### src/rtl/imm_ext_pkg.sv
`default_nettype none
// ============================================================================
// Module      : imm_ext_pkg
// Description : Shared definitions for the LEGv8 immediate extraction stage.
//               Holds the immediate-mode encoding and the bit positions of
//               every immediate field inside a raw 32-bit instruction.
// Revision    : 1.0 - initial release
// ============================================================================
package imm_ext_pkg;

  // Immediate-mode select; codes 5..7 are illegal
  typedef enum logic [2:0] {
    IMM12  = 3'd0,
    DADDR9 = 3'd1,
    COND19 = 3'd2,
    BR26   = 3'd3,
    MOVZ16 = 3'd4
  } imm_mode_t;

  // Field positions inside the instruction word
  localparam int c_IMM12_MSB  = 21;
  localparam int c_IMM12_LSB  = 10;
  localparam int c_DADDR9_MSB = 20;
  localparam int c_DADDR9_LSB = 12;
  localparam int c_COND19_MSB = 23;
  localparam int c_COND19_LSB = 5;
  localparam int c_BR26_MSB   = 25;
  localparam int c_BR26_LSB   = 0;
  localparam int c_MOVZ16_MSB = 20;
  localparam int c_MOVZ16_LSB = 5;

  // MOVZ half-word select (shift = 16 * hw)
  localparam int c_MOVZ_HW_MSB = 22;
  localparam int c_MOVZ_HW_LSB = 21;

  // Field widths
  localparam int c_IMM12_W  = c_IMM12_MSB  - c_IMM12_LSB  + 1;
  localparam int c_DADDR9_W = c_DADDR9_MSB - c_DADDR9_LSB + 1;
  localparam int c_COND19_W = c_COND19_MSB - c_COND19_LSB + 1;
  localparam int c_BR26_W   = c_BR26_MSB   - c_BR26_LSB   + 1;
  localparam int c_MOVZ16_W = c_MOVZ16_MSB - c_MOVZ16_LSB + 1;

  // Width of the internal working value before truncation to DATA_W
  localparam int c_WIDE_W = 64;

endpackage : imm_ext_pkg
`default_nettype wire

### src/rtl/imm_extract.sv
`default_nettype none
// ============================================================================
// Module      : imm_extract
// Description : Combinational immediate extraction and extension. Selects one
//               of five immediate fields, sign/zero-extends it, applies the
//               branch or MOVZ shift and truncates to DATA_W bits.
// Ports       : instr_i  - raw 32-bit instruction
//               mode_i   - immediate mode (imm_mode_t code)
//               imm_o    - extended immediate, DATA_W bits
//               err_o    - illegal mode or MOVZ shift outside DATA_W
// Revision    : 1.0 - initial release
// ============================================================================
module imm_extract
  import imm_ext_pkg::*;
#(
  parameter int DATA_W   = 64,
  parameter int BR_SHIFT = 1
) (
  input  logic [31:0]       instr_i,
  input  logic [2:0]        mode_i,
  output logic [DATA_W-1:0] imm_o,
  output logic              err_o
);

  localparam logic [6:0] c_DATA_W = 7'(DATA_W);

  logic [c_WIDE_W-1:0] w_wide;
  logic [1:0]          w_hw;
  logic [6:0]          w_shamt;
  logic                w_unused_ok;

  assign w_hw    = instr_i[c_MOVZ_HW_MSB:c_MOVZ_HW_LSB];
  assign w_shamt = {1'b0, w_hw, 4'b0000};

  // Everything is built at 64 bits and truncated afterwards: the low DATA_W
  // bits of a 64-bit sign-extend-and-shift equal the DATA_W-bit result, and
  // shifted-out bits above DATA_W-1 are discarded as required.
  always_comb begin
    w_wide = '0;
    err_o  = 1'b0;
    case (mode_i)
      IMM12: begin
        w_wide = {{(c_WIDE_W-c_IMM12_W){1'b0}}, instr_i[c_IMM12_MSB:c_IMM12_LSB]};
      end
      DADDR9: begin
        w_wide = {{(c_WIDE_W-c_DADDR9_W){instr_i[c_DADDR9_MSB]}},
                  instr_i[c_DADDR9_MSB:c_DADDR9_LSB]};
      end
      COND19: begin
        w_wide = {{(c_WIDE_W-c_COND19_W){instr_i[c_COND19_MSB]}},
                  instr_i[c_COND19_MSB:c_COND19_LSB]};
        if (BR_SHIFT != 0) begin
          w_wide = w_wide << 2;
        end
      end
      BR26: begin
        w_wide = {{(c_WIDE_W-c_BR26_W){instr_i[c_BR26_MSB]}},
                  instr_i[c_BR26_MSB:c_BR26_LSB]};
        if (BR_SHIFT != 0) begin
          w_wide = w_wide << 2;
        end
      end
      MOVZ16: begin
        // A half-word placed entirely above the result width cannot be
        // represented; flag it and return zero.
        if (w_shamt >= c_DATA_W) begin
          err_o = 1'b1;
        end else begin
          w_wide = {{(c_WIDE_W-c_MOVZ16_W){1'b0}},
                    instr_i[c_MOVZ16_MSB:c_MOVZ16_LSB]} << w_shamt;
        end
      end
      default: begin
        err_o = 1'b1;
      end
    endcase
  end

  assign imm_o = w_wide[DATA_W-1:0];

  // Opcode bits and (for narrow builds) upper working bits are not needed
  assign w_unused_ok = &{1'b0, instr_i[31:26], w_wide};

endmodule : imm_extract
`default_nettype wire

### src/rtl/imm_extend_pipe.sv
`default_nettype none
// ============================================================================
// Module      : imm_extend_pipe
// Description : Immediate extraction stage with a registered output behind a
//               two-entry valid/ready skid buffer (output register + skid
//               register). The sideband tag travels with the immediate.
// Ports       : clk, reset_n          - clock, async active-low reset
//               in_valid/in_ready     - input handshake (in_ready registered)
//               in_instr/in_mode/in_tag - instruction, mode, sideband tag
//               out_valid/out_ready   - output handshake
//               out_imm/out_tag/out_err - result, aligned tag, error flag
// Revision    : 1.0 - initial release
// ============================================================================
module imm_extend_pipe
  import imm_ext_pkg::*;
#(
  parameter int DATA_W   = 64,
  parameter int TAG_W    = 5,
  parameter int BR_SHIFT = 1
) (
  input  logic              clk,
  input  logic              reset_n,
  input  logic              in_valid,
  output logic              in_ready,
  input  logic [31:0]       in_instr,
  input  logic [2:0]        in_mode,
  input  logic [TAG_W-1:0]  in_tag,
  output logic              out_valid,
  input  logic              out_ready,
  output logic [DATA_W-1:0] out_imm,
  output logic [TAG_W-1:0]  out_tag,
  output logic              out_err
);

  logic [DATA_W-1:0] w_imm;
  logic              w_err;
  logic              w_in_fire;
  logic              w_out_free;

  logic              out_valid_q, out_valid_d;
  logic [DATA_W-1:0] out_imm_q,   out_imm_d;
  logic [TAG_W-1:0]  out_tag_q,   out_tag_d;
  logic              out_err_q,   out_err_d;
  logic              skid_valid_q, skid_valid_d;
  logic [DATA_W-1:0] skid_imm_q,   skid_imm_d;
  logic [TAG_W-1:0]  skid_tag_q,   skid_tag_d;
  logic              skid_err_q,   skid_err_d;

  imm_extract #(
    .DATA_W   (DATA_W),
    .BR_SHIFT (BR_SHIFT)
  ) u_extract (
    .instr_i (in_instr),
    .mode_i  (in_mode),
    .imm_o   (w_imm),
    .err_o   (w_err)
  );

  // Ready depends only on the skid register, so there is no combinational
  // path from out_ready to in_ready.
  assign in_ready   = !skid_valid_q;
  assign w_in_fire  = in_valid && in_ready;
  // Output register can take new data when empty or being drained this edge
  assign w_out_free = !out_valid_q || out_ready;

  always_comb begin
    out_valid_d  = out_valid_q;
    out_imm_d    = out_imm_q;
    out_tag_d    = out_tag_q;
    out_err_d    = out_err_q;
    skid_valid_d = skid_valid_q;
    skid_imm_d   = skid_imm_q;
    skid_tag_d   = skid_tag_q;
    skid_err_d   = skid_err_q;

    if (w_out_free) begin
      if (skid_valid_q) begin
        // in_ready is low while the skid is full, so no input competes here
        out_valid_d  = 1'b1;
        out_imm_d    = skid_imm_q;
        out_tag_d    = skid_tag_q;
        out_err_d    = skid_err_q;
        skid_valid_d = 1'b0;
      end else if (w_in_fire) begin
        out_valid_d = 1'b1;
        out_imm_d   = w_imm;
        out_tag_d   = in_tag;
        out_err_d   = w_err;
      end else begin
        out_valid_d = 1'b0;
      end
    end else if (w_in_fire) begin
      // Output stalled: park the new entry in the skid register
      skid_valid_d = 1'b1;
      skid_imm_d   = w_imm;
      skid_tag_d   = in_tag;
      skid_err_d   = w_err;
    end
  end

  always_ff @(posedge clk or negedge reset_n) begin
    if (!reset_n) begin
      out_valid_q  <= 1'b0;
      out_imm_q    <= '0;
      out_tag_q    <= '0;
      out_err_q    <= 1'b0;
      skid_valid_q <= 1'b0;
      skid_imm_q   <= '0;
      skid_tag_q   <= '0;
      skid_err_q   <= 1'b0;
    end else begin
      out_valid_q  <= out_valid_d;
      out_imm_q    <= out_imm_d;
      out_tag_q    <= out_tag_d;
      out_err_q    <= out_err_d;
      skid_valid_q <= skid_valid_d;
      skid_imm_q   <= skid_imm_d;
      skid_tag_q   <= skid_tag_d;
      skid_err_q   <= skid_err_d;
    end
  end

  assign out_valid = out_valid_q;
  assign out_imm   = out_imm_q;
  assign out_tag   = out_tag_q;
  assign out_err   = out_err_q;

endmodule : imm_extend_pipe
`default_nettype wire

### config.mk
export PLATFORM = sky130hd
export DESIGN_NAME = imm_extend_pipe
export DESIGN_NICKNAME = d
export VERILOG_FILES = /design/src/rtl/imm_ext_pkg.sv /design/src/rtl/imm_extract.sv /design/src/rtl/imm_extend_pipe.sv
export SDC_FILE = /design/constraint.sdc
export NUM_CORES = 1
export LEC_CHECK = 0
export CAP_MARGIN = 20
export CELL_PAD_IN_SITES_DETAIL_PLACEMENT = 2
export CELL_PAD_IN_SITES_GLOBAL_PLACEMENT = 2
export CORE_MARGIN = 2
export CORE_UTILIZATION = 35
export DETAILED_ROUTE_END_ITERATION = 16
export GPL_ROUTABILITY_DRIVEN = 0
export PLACE_DENSITY = 0.95
export SYNTH_ARGS = -nofsm -noshare
export SYNTH_HDL_FRONTEND = slang
export SYNTH_SLANG_ARGS = --single-unit
### constraint.sdc
create_clock -name clk -period 2.8 [get_ports clk]
set_input_delay 0.28 -clock clk [delete_from_list [all_inputs] [get_ports clk]]
set_output_delay 0.28 -clock clk [all_outputs]
set_load 0.05 [all_outputs]
==> qor.txt <==
result of the run - finished clean
first-iteration detailed-routing DRC count - 416
switching share of power - 38.12%
final period demand of the worst path - 2.305 ns
Slowest Stage Delay on Critical Path - 0.67 ns
Vias/cell - 6.118
max frequency - 433.9 MHz
die area - 21730 sq um
combinational group share of total power - 30.4%
Synthesized Nets - 881
endpoint class of the critical path - register
Antenna diodes - 0
Req. time, crit path - 3.12 ns
number of nets in the final layout - 955
maximum number of pins on one net before global-route repair - 101
Worst IR Drop VDD - 0.0004643 V
DPL Wire Length - 19410 um
effective utilization at floorplan - 35.57%
final number of setup-violating endpoints - 0
Tightest Hold Check Type - in2async
vias after detailed routing - 7305
top library cells by usage in the layout, fill and taps aside - sky130_fd_sc_hd__o21ai_0, sky130_fd_sc_hd__nand2_1, sky130_fd_sc_hd__dfrtp_1, sky130_fd_sc_hd__clkdlybuf4s50_1, sky130_fd_sc_hd__a21oi_1
most frequent cell on the critical path - sky130_fd_sc_hd__o21ai_0
worst slew margin relative to its limit - 37.57%
Final period util - 82.32%
share of post-route cells with drive strength above 1 - 9.632%
initial antenna violation count - 1
number of global-route vias before repair - 8026
Crit path arrival time - 2.62 ns
most common cell after layout, fill and taps aside - sky130_fd_sc_hd__o21ai_0
chain of cells forming the critical path - nor2_1, nor2_2, buf_12, o21ai_0, o21ai_0
Std-Cell Core Area - 20230 sq um
global-route usage over all layers - 29.24%
post-route clock skew - 0.007988 ns
number of different library cells in the post-synthesis netlist - 40
number of standard-cell rows in the floorplan - 52
synth warn - 0
path type of the worst setup path - reg2reg
Final Routed Wirelength - 31330 um
leakage power of the design - 3.817 nW
Hold Vio Cnt, Final - 0
DP Worst Slack - 0.3328 ns
first-pass GRT wire length - 48260 um
reg2reg path depth - 5
number of clock sinks - 142
pins over their slew limit - 0
root buffer selected by CTS - sky130_fd_sc_hd__clkbuf_16
number of nets still failing antenna checks after routing - 0
Critical Path Source Type - register
maximum root-to-sink buffer count - 2
reg-to-reg critical path endpoint - out_imm[63]$_DFFE_PN0P_
synthesized instance count - 837
total I/O pin count - 116
global route total overflow - 0
input/output buffers - 109
area grow syn2layout - 27.64%
clock tree from TritonCTS - built
power density cells - 784.6 nW/um^2
die outline height - 147.4 um
number of resized instances in the post-cts repair step - 0
Num CTS Buffers - 17
H-tree Lvls - 4
slew at the pin with the worst max-slew slack - 0.9330 ns
first-pass iteration count of the detailed router - 4
die extent in x - 147.4 um
crit-path max FO - 40
worst setup slack after layout - 0.4951 ns
Internal - 0.004461 W
cell with the biggest individual delay on the critical path - sky130_fd_sc_hd__nor2_2
detailed-route wire length per cell - 26.24 um
origin of the critical flop-to-flop path - skid_valid_q$_DFFE_PN0P_
number of maximum-capacitance violations - 0
insertion delay of the later-clocked pin in the worst-skew pair - 0.44 ns
sequential area share after synthesis - 49.37%
sequential share of power - 37.1%
Switching Power - 0.002748 W
clock power share - 32.5%
setup total negative slack - 0 ns
summed instance area of the synthesized netlist - 7198 sq um
number of register bits inferred by synthesis - 142
flop-to-flop setup slack - 0.50 ns
RSZ-0062 raised after global routing - false
synthesized area per cell - 8.600 sq um
DRC errors left - 0
clock-pin slew reported for the worst setup and hold paths after clock tree synthesis - 0.07 ns
## cell type report
| class | count | area [sq um] |
|---|---|---|
| clock buffers | 21 | 460.4 |
| clock inverters | 11 | 131.4 |
| fillers | 2139 | 11050 |
| inverters | 5 | 18.77 |
| multi-input cells | 598 | 3224 |
| flip-flops and latches | 142 | 3555 |
| well taps | 270 | 337.8 |
| repair buffers | 147 | 1460 |
## registers in the layout (all words and copies together), names as in the netlist
| name | cells |
|---|---|
| out_imm | 64 |
| skid_imm_q | 64 |
| out_tag | 5 |
| skid_tag_q | 5 |
| out_err | 1 |
| out_valid | 1 |
| skid_err_q | 1 |
| skid_valid_q | 1 |
## logic make-up after synthesis
logic type	count (synthesis)	share of synthesized area [%]
flip-flops	142	49.37
buffers and inverters	97	6.240
AND/OR/NAND/NOR	236	14.11
multiplexers	28	3.911
AO/OA/AOI/OAI	334	26.37
## worst max-delay path, delay by kind of cell (launching register included)
| kind | cells | cell delay [ns] |
|---|---|---|
| AOI/OAI and AO/OA | 2 | 0.42 |
| buffers and inverters | 1 | 0.29 |
| DFF | 1 | 0.63 |
| and+or+nand+nor | 2 | 0.82 |
## metal layers
layer | wire length [um] | vias to the layer above | global-route usage (%)
met5 | 26 | - | 0
met3 | 1779 | 107 | 5.864
met4 | 1462 | 2 | 15.67
met1 | 12870 | 3809 | 35.94
met2 | 15190 | 306 | 48.67
li1 | - | 3081 | -
## what timing repair did
item | 4_1_cts | 5_1_grt
hold endpoints to repair | 51 | 0
hold buffers | 1 | 0
setup buffers | 0 | 0
endpoints found under the setup margin | 0 | 0
## stage by stage
stage	area [sq um]	power, W	util [%]	cells	hold WS [ns]
CTS	9188	0.007233	45.41	1194	0.3816
global placement	8586	0.004690	42.43	1161	0.2808
global route	9188	0.007472	45.41	1194	0.4068
detailed placement	8586	0.004834	42.43	1161	0.2797
finish	9188	0.007209	45.41	1194	0.3780
floorplan	7198	0.003926	-	837	-0.01559
## power by group through the flow
stage | sequential (W) | combinational (W) | clock [W]
2_1_floorplan | 0.00329 | 0.000631 | 0
3_3_place_gp | 0.00265 | 0.00204 | 0
3_5_place_dp | 0.00269 | 0.00214 | 0
4_1_cts | 0.00267 | 0.00220 | 0.00236
5_1_grt | 0.00271 | 0.00232 | 0.00245
6_report | 0.00268 | 0.00219 | 0.00234
## worst max path at each step
stage / from / to / slack, ns / cells past startpoint
6_report: skid_valid_q$_DFFE_PN0P_ / out_imm[63]$_DFFE_PN0P_ / 0.50 / 5
5_1_grt: skid_valid_q$_DFFE_PN0P_ / out_imm[63]$_DFFE_PN0P_ / 0.35 / 5
4_1_cts: skid_valid_q$_DFFE_PN0P_ / out_imm[27]$_DFFE_PN0P_ / 0.53 / 5
3_5_place_dp: in_valid / out_imm[63]$_DFFE_PN0P_ / 0.33 / 6
3_3_place_gp: in_mode[2] / out_imm[21]$_DFFE_PN0P_ / 0.49 / 6
2_1_floorplan: skid_valid_q$_DFFE_PN0P_ / out_imm[57]$_DFFE_PN0P_ / 1.01 / 6
## Yosys cell counts
| cell | n | area, sq um |
|---|---|---|
| sky130_fd_sc_hd__o21ai_1 | 21 | 105.1 |
| sky130_fd_sc_hd__nand2b_1 | 11 | 68.82 |
| sky130_fd_sc_hd__nor2_4 | 2 | 22.52 |
| sky130_fd_sc_hd__buf_2 | 22 | 110.1 |
| sky130_fd_sc_hd__nand4bb_1 | 1 | 11.26 |
| sky130_fd_sc_hd__buf_1 | 4 | 15.01 |
| sky130_fd_sc_hd__o22ai_1 | 8 | 50.05 |
| sky130_fd_sc_hd__nor4bb_1 | 1 | 10.01 |
| sky130_fd_sc_hd__nor4b_1 | 1 | 8.760 |
| sky130_fd_sc_hd__nor2_1 | 31 | 116.4 |
| sky130_fd_sc_hd__nor3_4 | 1 | 16.27 |
| sky130_fd_sc_hd__o21ai_0 | 166 | 830.8 |
| sky130_fd_sc_hd__dfrtp_1 | 142 | 3553 |
| sky130_fd_sc_hd__buf_12 | 1 | 20.02 |
| sky130_fd_sc_hd__a31oi_1 | 13 | 81.33 |
| sky130_fd_sc_hd__o21a_1 | 2 | 15.01 |
| sky130_fd_sc_hd__nand3b_1 | 2 | 15.01 |
| sky130_fd_sc_hd__nor2b_1 | 2 | 12.51 |
| sky130_fd_sc_hd__nor3_1 | 6 | 30.03 |
| sky130_fd_sc_hd__a221oi_1 | 1 | 8.760 |
| sky130_fd_sc_hd__mux2_2 | 1 | 11.26 |
| sky130_fd_sc_hd__a22oi_1 | 9 | 67.56 |
| sky130_fd_sc_hd__nand2_1 | 166 | 623.1 |
| sky130_fd_sc_hd__o311ai_0 | 1 | 8.760 |
| sky130_fd_sc_hd__o32ai_1 | 4 | 35.03 |
| sky130_fd_sc_hd__o22ai_2 | 1 | 12.51 |
| sky130_fd_sc_hd__buf_6 | 3 | 33.78 |
| sky130_fd_sc_hd__inv_1 | 5 | 18.77 |
| sky130_fd_sc_hd__a211oi_1 | 41 | 307.8 |
| sky130_fd_sc_hd__a21oi_1 | 58 | 290.3 |
| sky130_fd_sc_hd__mux2i_1 | 27 | 270.3 |
| sky130_fd_sc_hd__or4b_1 | 1 | 10.01 |
| sky130_fd_sc_hd__nor2_2 | 8 | 50.05 |
| sky130_fd_sc_hd__clkbuf_1 | 57 | 214.0 |
| sky130_fd_sc_hd__buf_4 | 5 | 37.54 |
| sky130_fd_sc_hd__o32ai_2 | 1 | 16.27 |
| sky130_fd_sc_hd__o31ai_1 | 1 | 7.510 |
| sky130_fd_sc_hd__or2_2 | 1 | 6.260 |
| sky130_fd_sc_hd__a311oi_1 | 7 | 61.31 |
| sky130_fd_sc_hd__nor3b_1 | 2 | 15.01 |
Power figures use the tool's default switching activity.
